--- src/rtl/gen_life_cell.sv ---
// gen_life_cell: one site of a cellular-automaton array.
// Computes the next cell state under a programmable birth/survive rule,
// with optional Generations-style decay. It also tracks a saturating
// stability age, a one-cycle change flag, and the write-load and scan-load
// paths.
//
// state value      | meaning
// -----------------+----------------------------------------------
// 0                | dead
// 1                | alive (the only value seen as live by neighbours)
// 2..max_state     | dying, advances by one per step, then dead
// > max_state      | illegal (loaded by write/scan), cleared on next step
module gen_life_cell #(
  parameter int STATE_W = 2,
  parameter int AGE_W   = 8
) (
  input  logic               clk,
  input  logic               reset_n,
  input  logic [7:0]         nbr,
  input  logic               mode_vn,
  input  logic [8:0]         birth_mask,
  input  logic [8:0]         survive_mask,
  input  logic [STATE_W-1:0] max_state,
  input  logic               enb,
  input  logic               write,
  input  logic [STATE_W-1:0] val,
  input  logic               scan,
  input  logic [STATE_W-1:0] scan_in,
  output logic [STATE_W-1:0] state,
  output logic               alive,
  output logic [AGE_W-1:0]   age,
  output logic               changed
);

  localparam logic [STATE_W-1:0] ONE = STATE_W'(1);

  logic [7:0]         nbr_masked;
  logic [3:0]         cnt;
  logic               multi_state;
  logic [STATE_W-1:0] top_state;
  logic [STATE_W-1:0] nxt;

  // Neighbours with alive=1 only; von Neumann keeps just n/e/s/w.
  always_comb begin
    nbr_masked = mode_vn ? (nbr & 8'h55) : nbr;
    cnt = 4'd0;
    for (int i = 0; i < 8; i++) begin
      cnt = cnt + {3'b000, nbr_masked[i]};
    end
  end

  // Next-state rule. A max_state of 0 or 1 behaves as classic two-state Life,
  // so the highest legal value is then 1.
  always_comb begin
    multi_state = (max_state > ONE);
    top_state   = multi_state ? max_state : ONE;
    nxt         = '0;
    if (state > top_state) begin
      nxt = '0;
    end else if (state == '0) begin
      nxt = birth_mask[cnt] ? ONE : '0;
    end else if (state == ONE) begin
      if (survive_mask[cnt]) nxt = ONE;
      else if (multi_state)  nxt = ONE + ONE;
      else                   nxt = '0;
    end else if (state == max_state) begin
      nxt = '0;
    end else begin
      nxt = state + ONE;
    end
  end

  // State, age and change flag; scan beats write beats step beats hold.
  always_ff @(posedge clk or negedge reset_n) begin
    if (!reset_n) begin
      state   <= '0;
      age     <= '0;
      changed <= 1'b0;
    end else if (scan) begin
      state   <= scan_in;
      age     <= '0;
      changed <= 1'b0;
    end else if (write) begin
      state   <= val;
      age     <= '0;
      changed <= 1'b0;
    end else if (enb) begin
      state <= nxt;
      if (nxt == state) begin
        if (age != '1) age <= age + AGE_W'(1);
        changed <= 1'b0;
      end else begin
        age     <= '0;
        changed <= 1'b1;
      end
    end else begin
      changed <= 1'b0;
    end
  end

  // Live indication fed to the neighbouring cells.
  always_comb alive = (state == ONE);

endmodule

--- config.mk ---
export PLATFORM = sky130hd
export DESIGN_NAME = gen_life_cell
export DESIGN_NICKNAME = d
export VERILOG_FILES = /design/src/rtl/gen_life_cell.sv
export SDC_FILE = /design/constraint.sdc
export NUM_CORES = 1
export LEC_CHECK = 0
export ABC_AREA = 1
export BUFFER_PORTS_ARGS = -buffer_cell sky130_fd_sc_hd__buf_2
export CAP_MARGIN = 40
export CORE_ASPECT_RATIO = 1.5
export CORE_MARGIN = 2
export CORE_UTILIZATION = 38
export CTS_BUF_LIST = sky130_fd_sc_hd__clkbuf_16
export DETAILED_ROUTE_END_ITERATION = 8
export HOLD_SLACK_MARGIN = 0.03
export PLACE_DENSITY = 0.71
export SLEW_MARGIN = 20
export SYNTH_ARGS = -nofsm -noshare
export SYNTH_HDL_FRONTEND = slang
export SYNTH_SLANG_ARGS = --single-unit
--- constraint.sdc ---
create_clock -name clk -period 2.3 [get_ports clk]
set_input_delay 0.46 -clock clk [delete_from_list [all_inputs] [get_ports clk]]
set_output_delay 0.46 -clock clk [all_outputs]
set_load 0.05 [all_outputs]
# [Yosys cells after proc, flatten, opt, wreduce, memory -nomap -nowiden]
# Index checks and enable logic that the tools add are counted.
[totals] latch_bits=0 out_inout_bits=12 reg_bits=11 wordCells=48 ram_bits=0 rom_bits=0 memories=0
[classes] n_lt_le_gt_ge=3 n_addsub=9 n_mul=0 n_bitwise=0 div_mod_pow=0 n_shift=0 n_mux=25 n_reduce_logical=3 n_eq_ne=5
[ops] operator="$mux W8" n=6
[ops] operator="$mux W2" n=10
[ops] operator="$add A4 B1 Y4" n=4
[ops] operator="$add A8 B1 Y8 const B" n=1
[ops] operator="$bmux W1 S4" n=2
[ops] operator="$ne A8 B8 Y1 const B" n=1
[ops] operator="$mux W1" n=7
[ops] operator="$lt A4 B5 Y1 const B" n=1
[ops] operator="$add A3 B1 Y4" n=1
[ops] operator="$eq A2 B2 Y1" n=2
[ops] operator="$ne A4 B3 Y1 const B" n=1
[ops] operator="$add A2 B1 Y3" n=1
[ops] operator="$reduce_bool A3 Y1" n=1
[ops] operator="$add A1 B1 Y2" n=1
[ops] operator="$add A2 B1 Y2 const B" n=1
[ops] operator="$eq A2 B1 Y1 const B" n=1
[ops] operator="$gt A2 B1 Y1 const B" n=1
[ops] operator="$gt A2 B2 Y1" n=1
[ops] operator="$logic_not A2 Y1" n=1
[ops] operator="$reduce_and A2 Y1" n=1

# [Depth between registers and ports, before layout]
[logic_depth] ltp_word=19 depth_mapped=23 depth_no_buf=22

# [Least setup slack after synthesis]
# OpenSTA, ideal clock, no wires.
[synth_path] path_kind="input to register" startpoint="input nbr[0]" endpoint="register age[4]" arrival_ns=3.868 cell_stages=19 setup_ns=0.066 t_required_ns=2.234 path_slack_ns=-1.635 n_path_buf=0 cell_sequence="inv_1 fa_1 fa_1 fa_1 inv_1 ha_1 fa_1 inv_2 nor2_1 o21ai_1 nand3_1 nand3_1 a21boi_2 nand3_1 nand2_2 nand4_2 nand2_2 nand2_1 nand2_1"
[synth_via] elab_chain_len=19
[synth_lines] item="from (decl)" line="19" text="input logic [7:0] nbr,"
[synth_lines] item="$mux W8 (*)" line="45" text="nbr_masked = mode_vn ? (nbr & 8'h55) : nbr;"
[synth_lines] item="$add A1 B1 Y2 (*)" line="48" text="cnt = cnt + {3'b000, nbr_masked[i]};"
[synth_lines] item="$add A2 B1 Y3 (*)" line="48"
[synth_lines] item="$add A3 B1 Y4 (*)" line="48"
[synth_lines] item="$add A4 B1 Y4 (*) (4 in a row)" line="48"
[synth_lines] item="$bmux W1 S4" line="63" text="if (survive_mask[cnt]) nxt = ONE;"
[synth_lines] item="$mux W1 (implied by the code)" line="63"
[synth_lines] item="$mux W2" line="63"
[synth_lines] item="$mux W2" line="62" text="end else if (state == ONE) begin"
[synth_lines] item="$mux W2 (*)" line="60" text="end else if (state == '0) begin"
[synth_lines] item="$mux W2 (*)" line="58" text="if (state > top_state) begin"
[synth_lines] item="$eq A2 B2 Y1 (*)" line="89" text="if (nxt == state) begin"
[synth_lines] item="$mux W8" line="89"
[synth_lines] item="$mux W8" line="87" text="end else if (enb) begin"
[synth_lines] item="$mux W8" line="83" text="end else if (write) begin"
[synth_lines] item="$mux W8" line="79" text="end else if (scan) begin"
[synth_lines] item="to (signal assigned)" line="90" text="if (age != '1) age <= age + AGE_W'(1);"
[synth_lines] item="to (decl)" line="31" text="output logic [AGE_W-1:0] age,"
# Mark *: on every way between the ends. The rest lies on a longest branch, timed or not. The select of a mux whose other input is x is not followed.
# A chain may end at the register's enable or synchronous reset.

# [Worst setup path in the final report]
[layout_path] startpoint="input nbr[6]" endpoint="register changed"
[layout_via] elab_chain_len=14
[layout_lines] item="$mux W8 (*)" line="45"
[layout_lines] item="$add A4 B1 Y4 (*) (2 in a row)" line="48"
[layout_lines] item="$bmux W1 S4" line="63"
[layout_lines] item="$mux W1 (implied by the code)" line="63"
[layout_lines] item="$mux W2" line="63"
[layout_lines] item="$mux W2" line="62"
[layout_lines] item="$mux W2 (*)" line="60"
[layout_lines] item="$mux W2 (*)" line="58"
[layout_lines] item="$eq A2 B2 Y1 (*)" line="89"
[layout_lines] item="$mux W1 (*)" line="89"
[layout_lines] item="$mux W1 (*)" line="87"
[layout_lines] item="$mux W1 (*)" line="83"
[layout_lines] item="$mux W1 (*)" line="79"
[layout_lines] item="to (signal assigned)" line="78" text="changed <= 1'b0;"
[layout_lines] item="to (signal assigned)" line="82" text="changed <= 1'b0;"
[layout_lines] item="to (signal assigned)" line="91" text="changed <= 1'b0;"
[layout_lines] item="to (decl)" line="32" text="output logic changed"
# Marks and branches as above.

==> impl_metrics.env <==
export IMPL_ctsLongestPathBuffers=2
export IMPL_final_area_um2=1750
export IMPL_synth_area_leaders="dfrtp_1 (22%), nand2_1 (19%), inv_1 (11%)"
export IMPL_busiest_layer="met2"
export IMPL_synth_seq_cells=11
export IMPL_cp_num_cells=21
export IMPL_endpoint="changed"
export IMPL_wirelength_um=3210
export IMPL_layout_min_cycle_time_ps=3820
export IMPL_synth_warnings=0
export IMPL_startpoint="nbr[6]"
export IMPL_post_dp_cell_area_um2=1620
export IMPL_crit_slowest_cell="fa_2"
export IMPL_use_met3_pct=1.98
export IMPL_final_hold_violation_count=0
export IMPL_cpPeakStageDelay_ps=580
export IMPL_grt_first_pass_wirelength_um=5300
export IMPL_path_delay_family="adder cells"
export IMPL_pin_count=50
export IMPL_grtUsageTotal_pct=17.8
export IMPL_wl_per_cell_um=11.0
export IMPL_cp_required_ps=2470
export IMPL_cp_cell_sequence="buf_8 -> inv_8 -> fa_1 -> fa_1 -> fa_1 -> inv_1 -> ha_2 -> fa_2 -> inv_2 -> nor2_1 -> o21ai_1 -> nand3_1 -> nand3_1 -> a21boi_2 -> nand2_1 -> nand2_1 -> nand2_2 -> nand2_4 -> buf_4 -> nand2_1 -> nor2_1"
export IMPL_dieArea_um2=3860
export IMPL_status="finished with violations"
export IMPL_grt_start_max_net_pins=14
export IMPL_pwr_share_seq_pct=18.2
export IMPL_use_met2_pct=34.2
export IMPL_max_slew_margin_pct=79.3
export IMPL_drc_errors=0
export IMPL_comb_power_share_pct=54.1
export IMPL_coreArea_um2=3190
export IMPL_power_internal_uw=686
export IMPL_drv_slew=0
export IMPL_skew_ps=3.43
export IMPL_synth_common_cells="nand2_1 (64), inv_1 (37), nand3_1 (18)"
export IMPL_ant_nets=0
export IMPL_fmax_mhz=262
export IMPL_fin_util_pct=54.9
export IMPL_worstSetupEndpointType="flop"
export IMPL_leakagePower_nw=1.09
export IMPL_setup_violations=11
export IMPL_r2r_worst_path_cells=14
export IMPL_antenna_cells=0
export IMPL_routed_via_density=4.76
export IMPL_dieWidth_um=51.4
export IMPL_crit_buf_inv=5
export IMPL_maxCapViolations=0
export IMPL_grt_util_met1_pct=18.3
export IMPL_start_util_pct=40.1
export IMPL_regArea_um2=275
export IMPL_synth_nets=244
export IMPL_numCtsBuffers=3
export IMPL_synth_cells=194
export IMPL_vias=1394
export IMPL_synth_area_leader_cell="dfrtp_1"
export IMPL_synth_ff_type="dfrtp_1"
export IMPL_nNetsFinal=304
export IMPL_ir_drop_v=0.000451
export IMPL_hpwl_um=2620
export IMPL_timing_final_ws_setup_ps=-1520
export IMPL_cts_sinks=11
export IMPL_avgSynthCellArea_um2=6.60
export IMPL_crit_arrival_ps=3990
export IMPL_worstSetupPathType="in2reg"
export IMPL_gp_routability_congestion=0.931
export IMPL_worstMarginPinSlew_ps=307
export IMPL_syn2layout_area_growth_pct=36.8
export IMPL_worstReg2RegStart="state[1]"
export IMPL_rsz0062_at_grt="true"
export IMPL_cp_start_kind="input pin"
export IMPL_rrSetupSlack_ps=180
export IMPL_switchingPower_uw=483
export IMPL_path_clk_slew_ps=50
export IMPL_violations="negative setup slack"
export IMPL_swShare_pct=41.3
export IMPL_grt_remaining_overflow=0
export IMPL_yosysSeqAreaShare_pct=21.5
export IMPL_io_buffers=49
export IMPL_hold_buffers=0
export IMPL_holdWs_ps=83.7
export IMPL_yosysUniqueCellTypes=27
export IMPL_clock_latency_ps=240
export IMPL_rr_endpoint="age[3]"
export IMPL_cellPowerDensity_nw_per_um2=668
export IMPL_drt_initial_drc_count=36
export IMPL_rows=25
export IMPL_multi_input_area_um2=870
export IMPL_syn_area_um2=1280
export IMPL_post_route_period_util_pct=166
export IMPL_cts_root_buf="clkbuf_16"
export IMPL_cts_tree="done"
export IMPL_drt_pre_antenna_iters=4
export IMPL_fillers=328
export IMPL_synthArstFlopShare_pct=100
export IMPL_crit_path_max_fanout=5
export IMPL_synth_edf_count=0
export IMPL_clkPwrFrac_pct=27.7
export IMPL_layout_drive_gt1_share_pct=32.0
export IMPL_hold_class="in2async"
export IMPL_synth_top_cell_area_share_pct=21.5
export IMPL_yosys_cell_count_top_type="nand2_1"
export IMPL_grt_pass1_vias=1333
export IMPL_grt_antenna_before_repair=0
export IMPL_die_h_um=75.1
export IMPL_htreeDepth=1
## per-stage QoR
| stage | worst slack (ps) | setup TNS [ps] | power, mW | instances |
|---|---|---|---|---|
| 2_1_floorplan | -1520 | -16060 | 0.664 | 194 |
| 3_3_place_gp | -1830 | -19610 | 0.810 | 288 |
| 3_5_place_dp | -1860 | -19930 | 0.813 | 288 |
| 4_1_cts | -1520 | -16190 | 1.15 | 292 |
| 5_1_grt | -1730 | -18470 | 1.26 | 293 |
| 6_report | -1520 | -16330 | 1.17 | 293 |
## power groups by stage
stage / logic, mW / clock network (mW) / registers (mW)
floorplan: 0.417 / 0 / 0.247
global placement: 0.595 / 0 / 0.216
detailed placement: 0.597 / 0 / 0.216
CTS: 0.611 / 0.326 / 0.213
global route: 0.710 / 0.335 / 0.214
finish: 0.632 / 0.324 / 0.213
## worst min-delay path by stage
| stage | depth (start not counted) | end | start |
|---|---|---|---|
| finish | 1 | age[4] | reset_n |
| global route | 1 | age[4] | reset_n |
| CTS | 1 | age[4] | reset_n |
| detailed placement | 1 | age[5] | reset_n |
| global placement | 1 | age[5] | reset_n |
| floorplan | 0 | age[0] | reset_n |
## cells by family (layout without fill, tap and decap cells)
logic type      count (synthesis)  count (layout)  synth area share (%)
xor+xnor                        9               9                  6.16
flops                          11              11                  21.5
compound gates                  8               8                  4.20
buf+inv                        42             101                  13.2
fa+ha+maj                      12              12                  14.1
simple gates                  112             112                  40.9
## sequential cells by signal, summed over array words and instances (netlist names)
register,count
state,2
changed,1
age,8
## final cells by class
type | instances | area share [%]
sequential | 11 | 15.7
inverter | 40 | 9.15
tap | 40 | 2.86
multi-input combinational | 141 | 49.7
clock inverter | 1 | 0.286
timing repair buffer | 57 | 18.0
clock buffer | 3 | 4.29
## metal layers
layer / share of wire, % / up-vias / wire length, um
met4: 2.3 / 0 / 74
met1: 40 / 624 / 1270
li1: - / 719 / -
met3: 5.8 / 7 / 185
met5: 0 / - / 0
met2: 52 / 44 / 1680
## timing repair
action                                  CTS  global route
endpoints found under the setup margin   11            11
gates resized for setup                   6             3
pin swaps                                 9             8
buffers inserted                          0             1
## layout by cell type, fill, tap and decap left out, types with 2 or more instances in the layout
cell,n
dfrtp_1,11
a31oi_1,2
fa_1,3
nand3b_1,2
buf_4,8
nand4_1,10
nand2_4,2
inv_2,2
o211ai_1,2
clkbuf_16,3
nor2_1,9
ha_1,7
nand2_1,61
nand2_2,5
buf_2,48
nand3_1,18
xor2_1,7
inv_1,36
or2_2,2
No activity file was read; power rests on OpenSTA's default activity.
